**src/rtl/dds_mod_sequencer.sv**
```systemverilog
// Symbol-rate sequencer for the DDS modulation selector: symbol timing, LFSR data bit,
// mode handshake applied on symbol boundaries. Optional auto mode cycling: DDS_SEQ_AUTO_CYCLE_EN.
module dds_mod_sequencer #(
  parameter int unsigned SYM_DIV   = 50_000_000,
  parameter logic [4:0]  LFSR_SEED = 5'b00001
`ifdef DDS_SEQ_AUTO_CYCLE_EN
  , parameter int unsigned AUTO_SYMS = 8
`endif
) (
  input  logic        clk,
  input  logic        reset_n,
  input  logic        start,
  input  logic        stop,
  input  logic [31:0] carrier_inc,
  input  logic [31:0] f0_inc,
  input  logic [31:0] f1_inc,
  input  logic [3:0]  mode_req,
  input  logic        mode_req_valid,
  output logic        mode_req_ready,
  output logic        dds_en,
  output logic        lfsr_bit,
  output logic        sym_tick,
  output logic [3:0]  mod_sel,
  output logic [31:0] phase_inc,
  output logic [31:0] fsk_phase_inc,
  output logic        busy
);

  localparam int unsigned CNT_W = $clog2(SYM_DIV);
  localparam logic [CNT_W-1:0] CNT_MAX = CNT_W'(SYM_DIV - 1);

  typedef enum logic [1:0] {IDLE, ARM, RUN, DRAIN} state_t;

  state_t           state, state_nxt;
  logic [CNT_W-1:0] cnt, cnt_nxt;
  logic [4:0]       lfsr, lfsr_nxt;
  logic             pend, pend_nxt;
  logic [3:0]       pend_mode, pend_mode_nxt;
  logic [3:0]       mod_sel_nxt;
  logic             tick_nxt;
  logic             tc;
  logic             boundary;

`ifdef DDS_SEQ_AUTO_CYCLE_EN
  localparam int unsigned SYM_W = $clog2(AUTO_SYMS) + 1;
  logic [SYM_W-1:0] sym_cnt, sym_cnt_nxt;
`endif

  // Ready is simply "nothing pending"; pend is a flop so the output stays registered.
  assign mode_req_ready = ~pend;
  assign lfsr_bit       = lfsr[0];
  assign tc             = (cnt == CNT_MAX);
  assign boundary       = ((state == RUN) || (state == DRAIN)) && tc;

  // Next-state, counter, LFSR and mode handshake.
  always_comb begin
    state_nxt     = state;
    cnt_nxt       = cnt;
    lfsr_nxt      = lfsr;
    pend_nxt      = pend;
    pend_mode_nxt = pend_mode;
    mod_sel_nxt   = mod_sel;
    tick_nxt      = 1'b0;
`ifdef DDS_SEQ_AUTO_CYCLE_EN
    sym_cnt_nxt   = sym_cnt;
`endif

    case (state)
      IDLE: begin
        if (start && !stop) state_nxt = ARM;
      end
      ARM: begin
        lfsr_nxt  = LFSR_SEED;
        cnt_nxt   = '0;
        state_nxt = RUN;
`ifdef DDS_SEQ_AUTO_CYCLE_EN
        sym_cnt_nxt = '0;
`endif
      end
      RUN, DRAIN: begin
        cnt_nxt = tc ? '0 : cnt + CNT_W'(1);
        if (tc) begin
          tick_nxt = 1'b1;
          lfsr_nxt = {lfsr[3:0], lfsr[4] ^ lfsr[2]};
        end
        // A stop seen on the terminal count already finishes the current symbol.
        if (state == RUN && stop) state_nxt = tc ? IDLE : DRAIN;
        if (state == DRAIN && tc) state_nxt = IDLE;
      end
      default: state_nxt = IDLE;
    endcase

`ifdef DDS_SEQ_AUTO_CYCLE_EN
    if (state == RUN && tc) begin
      if (pend) begin
        sym_cnt_nxt = '0;
      end else if (sym_cnt == SYM_W'(AUTO_SYMS - 1)) begin
        sym_cnt_nxt = '0;
        mod_sel_nxt = (mod_sel >= 4'd3) ? 4'd0 : mod_sel + 4'd1;
      end else begin
        sym_cnt_nxt = sym_cnt + SYM_W'(1);
      end
    end
`endif

    if (pend && ((state == IDLE) || (state == ARM) || boundary)) begin
      mod_sel_nxt = pend_mode;
      pend_nxt    = 1'b0;
    end
    if (mode_req_valid && !pend) begin
      pend_nxt      = 1'b1;
      pend_mode_nxt = mode_req;
    end
  end

  always_ff @(posedge clk or negedge reset_n) begin
    if (!reset_n) begin
      state         <= IDLE;
      cnt           <= '0;
      lfsr          <= LFSR_SEED;
      pend          <= 1'b0;
      pend_mode     <= 4'd0;
      mod_sel       <= 4'd0;
      sym_tick      <= 1'b0;
      dds_en        <= 1'b0;
      busy          <= 1'b0;
      phase_inc     <= 32'd0;
      fsk_phase_inc <= 32'd0;
`ifdef DDS_SEQ_AUTO_CYCLE_EN
      sym_cnt       <= '0;
`endif
    end else begin
      state         <= state_nxt;
      cnt           <= cnt_nxt;
      lfsr          <= lfsr_nxt;
      pend          <= pend_nxt;
      pend_mode     <= pend_mode_nxt;
      mod_sel       <= mod_sel_nxt;
      sym_tick      <= tick_nxt;
      dds_en        <= (state_nxt == RUN) || (state_nxt == DRAIN);
      busy          <= (state_nxt != IDLE);
      phase_inc     <= carrier_inc;
      // Built from the LFSR's next value so it changes together with lfsr_bit.
      fsk_phase_inc <= lfsr_nxt[0] ? f1_inc : f0_inc;
`ifdef DDS_SEQ_AUTO_CYCLE_EN
      sym_cnt       <= sym_cnt_nxt;
`endif
    end
  end

endmodule

```
**config.mk**
```make
export PLATFORM = sky130hd
export DESIGN_NAME = dds_mod_sequencer
export DESIGN_NICKNAME = d
export VERILOG_FILES = /design/src/rtl/dds_mod_sequencer.sv
export SDC_FILE = /design/constraint.sdc
export NUM_CORES = 1
export LEC_CHECK = 0
export BUFFER_PORTS_ARGS = -buffer_cell sky130_fd_sc_hd__buf_2
export CAP_MARGIN = 20
export CELL_PAD_IN_SITES_DETAIL_PLACEMENT = 0
export CELL_PAD_IN_SITES_GLOBAL_PLACEMENT = 1
export CORE_AREA = 4 4 118 120
export CTS_BUF_LIST = sky130_fd_sc_hd__clkbuf_4 sky130_fd_sc_hd__clkbuf_8
export DETAILED_ROUTE_END_ITERATION = 8
export DIE_AREA = 0 0 122 124
export PLACE_DENSITY = 0.83
export SLEW_MARGIN = 25
export SYNTH_ARGS = -nofsm -noshare
export SYNTH_HDL_FRONTEND = slang
export SYNTH_SLANG_ARGS = --single-unit
```
**constraint.sdc**
```tcl
create_clock -name clk -period 2.3 [get_ports clk]
set_input_delay 0.23 -clock clk [delete_from_list [all_inputs] [get_ports clk]]
set_output_delay 0.23 -clock clk [all_outputs]
set_load 0.005 [all_outputs]
```
==> flow_metrics.tcl <==
set metrics [dict create \
    status "finished clean" \
    endpoint_kind "flop" \
    r2r_cells 7 \
    setup_violations 0 \
    start_kind "flop" \
    drive_gt1_share_pct 45.57 \
    pre_cts_slack_ns 0.1478 \
    drtIter0Drc 229 \
    cts.clk_slew.worst_paths_ns 0.10 \
    netlist_area_um2 4434 \
    drc_errors 0 \
    postSynthAreaPerCell_um2 13.12 \
    place_hpwl_um 8070 \
    synth.distinct_cells 50 \
    slew_violations 0 \
    max_freq_ghz 0.4613 \
    holdPathStages 2 \
    fin_util_pct 47.21 \
    die_y_um 124 \
    tightestPinTransition_ns 0.5734 \
    maxCapViolCount 0 \
    antenna_cells 0 \
    ys_seq_area_share_pct 60.98 \
    yosys_warnings 0 \
    clock_latency_ns 0.37 \
    synthesis.nets 444 \
    clock-sinks 108 \
    viasPerCell 4.766 \
    first_pass_iters 4 \
    skew_ns 0.007196 \
    cts_buffer_depth 2 \
    period_needed_ns 2.168 \
    cts_setup_buffers 0 \
    wl_um 11280 \
    fp.dieW_um 122 \
    h-tree-depth 3 \
    grtUsageTotal_pct 14.52 \
    ir_worst_vdd_uv 439.2 \
    root_buffer "clkbuf_8" \
    grt.overflow.total 0 \
    top_level_ports 178 \
    portBuffers 177 \
    slew_headroom_pct 61.77 \
    cts_tree "built" \
    final_cells 740 \
    path_max_fanout 33 \
    grt_pass1_vias 3568 \
    hp-class "primary input to flop" \
    grt_pass1_wl_um 17140 \
    whs_ns 0.07931 \
    ys_ff_latch 108 \
    coreArea_um2 12980 \
    syn2layout_area_growth_pct 38.21 \
    synthCells 338 \
    grt_max_degree 49 \
    final_antenna_net_count 0 \
    leakage_nw 3.108 \
    die_area_um2 15130 \
    vias 3527 \
    floorplan.initialDensity_pct 34.16 \
    p_per_area_nw_per_um2 589.9 \
    core.rowCount 42 \
    finalHoldViolations 0 \
    antenna_found_initial 0 \
    fin_crit_sh_pct 94.25 \
    critPathRequiredTime_ns 2.56 \
    nets 665 \
    wire_per_inst_um 15.24 \
    layout_setup_ws_ns 0.1322 \
    dpl.cell_count 691 \
    tritoncts.num_buffers 9 \
    crit_type "flop to flop" \
    arrival_ns 2.43 \
    gp_congestion 0.8343 \
]
-- cells in the mapped netlist, drive strengths merged --
cell type | count | area share (%)
a21o | 6 | 1.0
nand3b | 1 | 0.17
mux2i | 2 | 0.45
and3 | 5 | 0.82
nand3 | 15 | 1.7
or3 | 7 | 0.99
nand4 | 6 | 0.85
o21ai | 23 | 2.6
and4b | 1 | 0.23
inv | 10 | 0.85
nor4 | 7 | 1.7
nand2 | 27 | 2.5
o31ai | 1 | 0.48
a22o | 4 | 0.79
a21oi | 14 | 1.7
a31oi | 10 | 1.4
and4 | 5 | 1.1
o21ba | 1 | 0.23
xor2 | 2 | 0.40
or4 | 2 | 0.34
nand2b | 2 | 0.28
nor4b | 2 | 0.73
and2 | 1 | 0.14
dfrtp | 107 | 60
nor2 | 9 | 0.76
or2 | 1 | 0.14
buf | 7 | 1.6
clkbuf | 6 | 0.51
nand4b | 1 | 0.20
nor3 | 5 | 0.56
a211oi | 1 | 0.17
dfstp | 1 | 0.59
nor2b | 1 | 0.14
mux2 | 40 | 13
o211ai | 2 | 0.34
o31a | 1 | 0.20
ha | 1 | 0.28
a32o | 1 | 0.23
-- routing by layer --
metal	global-route usage (%)	routed length [um]	vias to the layer above	part of all wire (%)
li1	-	-	1657	-
met1	17.93	4381	1717	39
met2	24.00	5772	134	51
met3	4.950	928	19	8.2
met4	4.762	195	0	1.7
met5	0	0	-	0
-- stage by stage --
step | instance area [um^2] | setup TNS (ns) | total power, mW
final | 6128 | 0 | 3.615
after global routing | 6128 | -0.004415 | 3.772
after CTS | 6125 | 0 | 3.672
after detailed placement | 5573 | 0 | 2.330
after global placement | 5573 | 0 | 2.317
after floorplan | 4434 | 0 | 2.123
-- state kept, by name (all words and copies together), names as in the netlist --
register / flops
busy: 1
cnt: 26
dds_en: 1
fsk_phase_inc: 32
lfsr: 5
mod_sel: 4
pend: 1
pend_mode: 4
phase_inc: 32
state: 1
sym_tick: 1
-- path summary, 6_finish.rpt --
check	from	end	slack, ns
max in group asynchronous	reset_n	lfsr[0]	1.18
min reg2reg	lfsr[1]	lfsr[2]	0.50
min in group asynchronous	reset_n	cnt[15]	0.35
max	cnt[0]	fsk_phase_inc[0]	0.13
min	f0_inc[29]	fsk_phase_inc[29]	0.08
max reg2reg	cnt[0]	fsk_phase_inc[0]	0.13
-- kinds of logic after synthesis --
logic type / Yosys count / synth area share (%)
flip-flops: 108 / 60.98
AND/OR/NAND/NOR: 98 / 13.23
AO/OA/AOI/OAI: 64 / 9.114
multiplexers: 42 / 13.06
buffers and inverters: 23 / 2.934
XOR/XNOR: 2 / 0.3951
adder cells (fa/ha/maj): 1 / 0.2821
-- placed cells by master (no fill, tap or decap), drive strengths merged, types with 2 or more instances in the layout --
cell / Yosys / layout
nand3: 15 / 15
xor2: 2 / 2
dlygate4sd3: 0 / 33
nand4: 6 / 6
and4: 5 / 5
mux2: 40 / 40
nand2b: 2 / 2
o211ai: 2 / 2
nand2: 27 / 27
or3: 7 / 7
bufinv: 0 / 2
or4: 2 / 2
nor3: 5 / 5
dfrtp: 107 / 107
buf: 7 / 190
and3: 5 / 5
clkbuf: 6 / 11
o21ai: 23 / 23
nor2: 9 / 9
a21oi: 14 / 14
a31oi: 10 / 10
a21o: 6 / 6
inv: 10 / 12
nor4b: 2 / 2
a22o: 4 / 4
nor4: 7 / 7
mux2i: 2 / 2
-- area by class of cell --
type	count	area (um^2)
fillers	1190	6852
repair buffers	223	1345
clock buffers	11	138.9
well taps	176	220.2
clock inverters	5	82.58
flip-flops and latches	108	2704
multi-input cells	207	1600
inverters	10	37.54
-- report_power, final --
part | internal [mW] | switching, mW
Sequential | 1.98 | 0.0281
Clock | 0.645 | 0.639
Combinational | 0.199 | 0.122
Total | 2.83 | 0.789
-- worst max-delay path, stage by stage, from the launching register on --
cell and delay (ns):
dfrtp_1 0.43, ha_1 0.20, and3_1 0.25, and3_4 0.24, nand2_4 0.07, o31ai_4 0.21
buf_12 0.28, mux2_2 0.36
-- repair_timing --
item / in CTS / in global routing
hold buffers: 33 / 0
endpoints found under the hold margin: 66 / 0
setup endpoints to repair: 0 / 4
resized for setup: 0 / 1
Power figures use the tool's default switching activity.
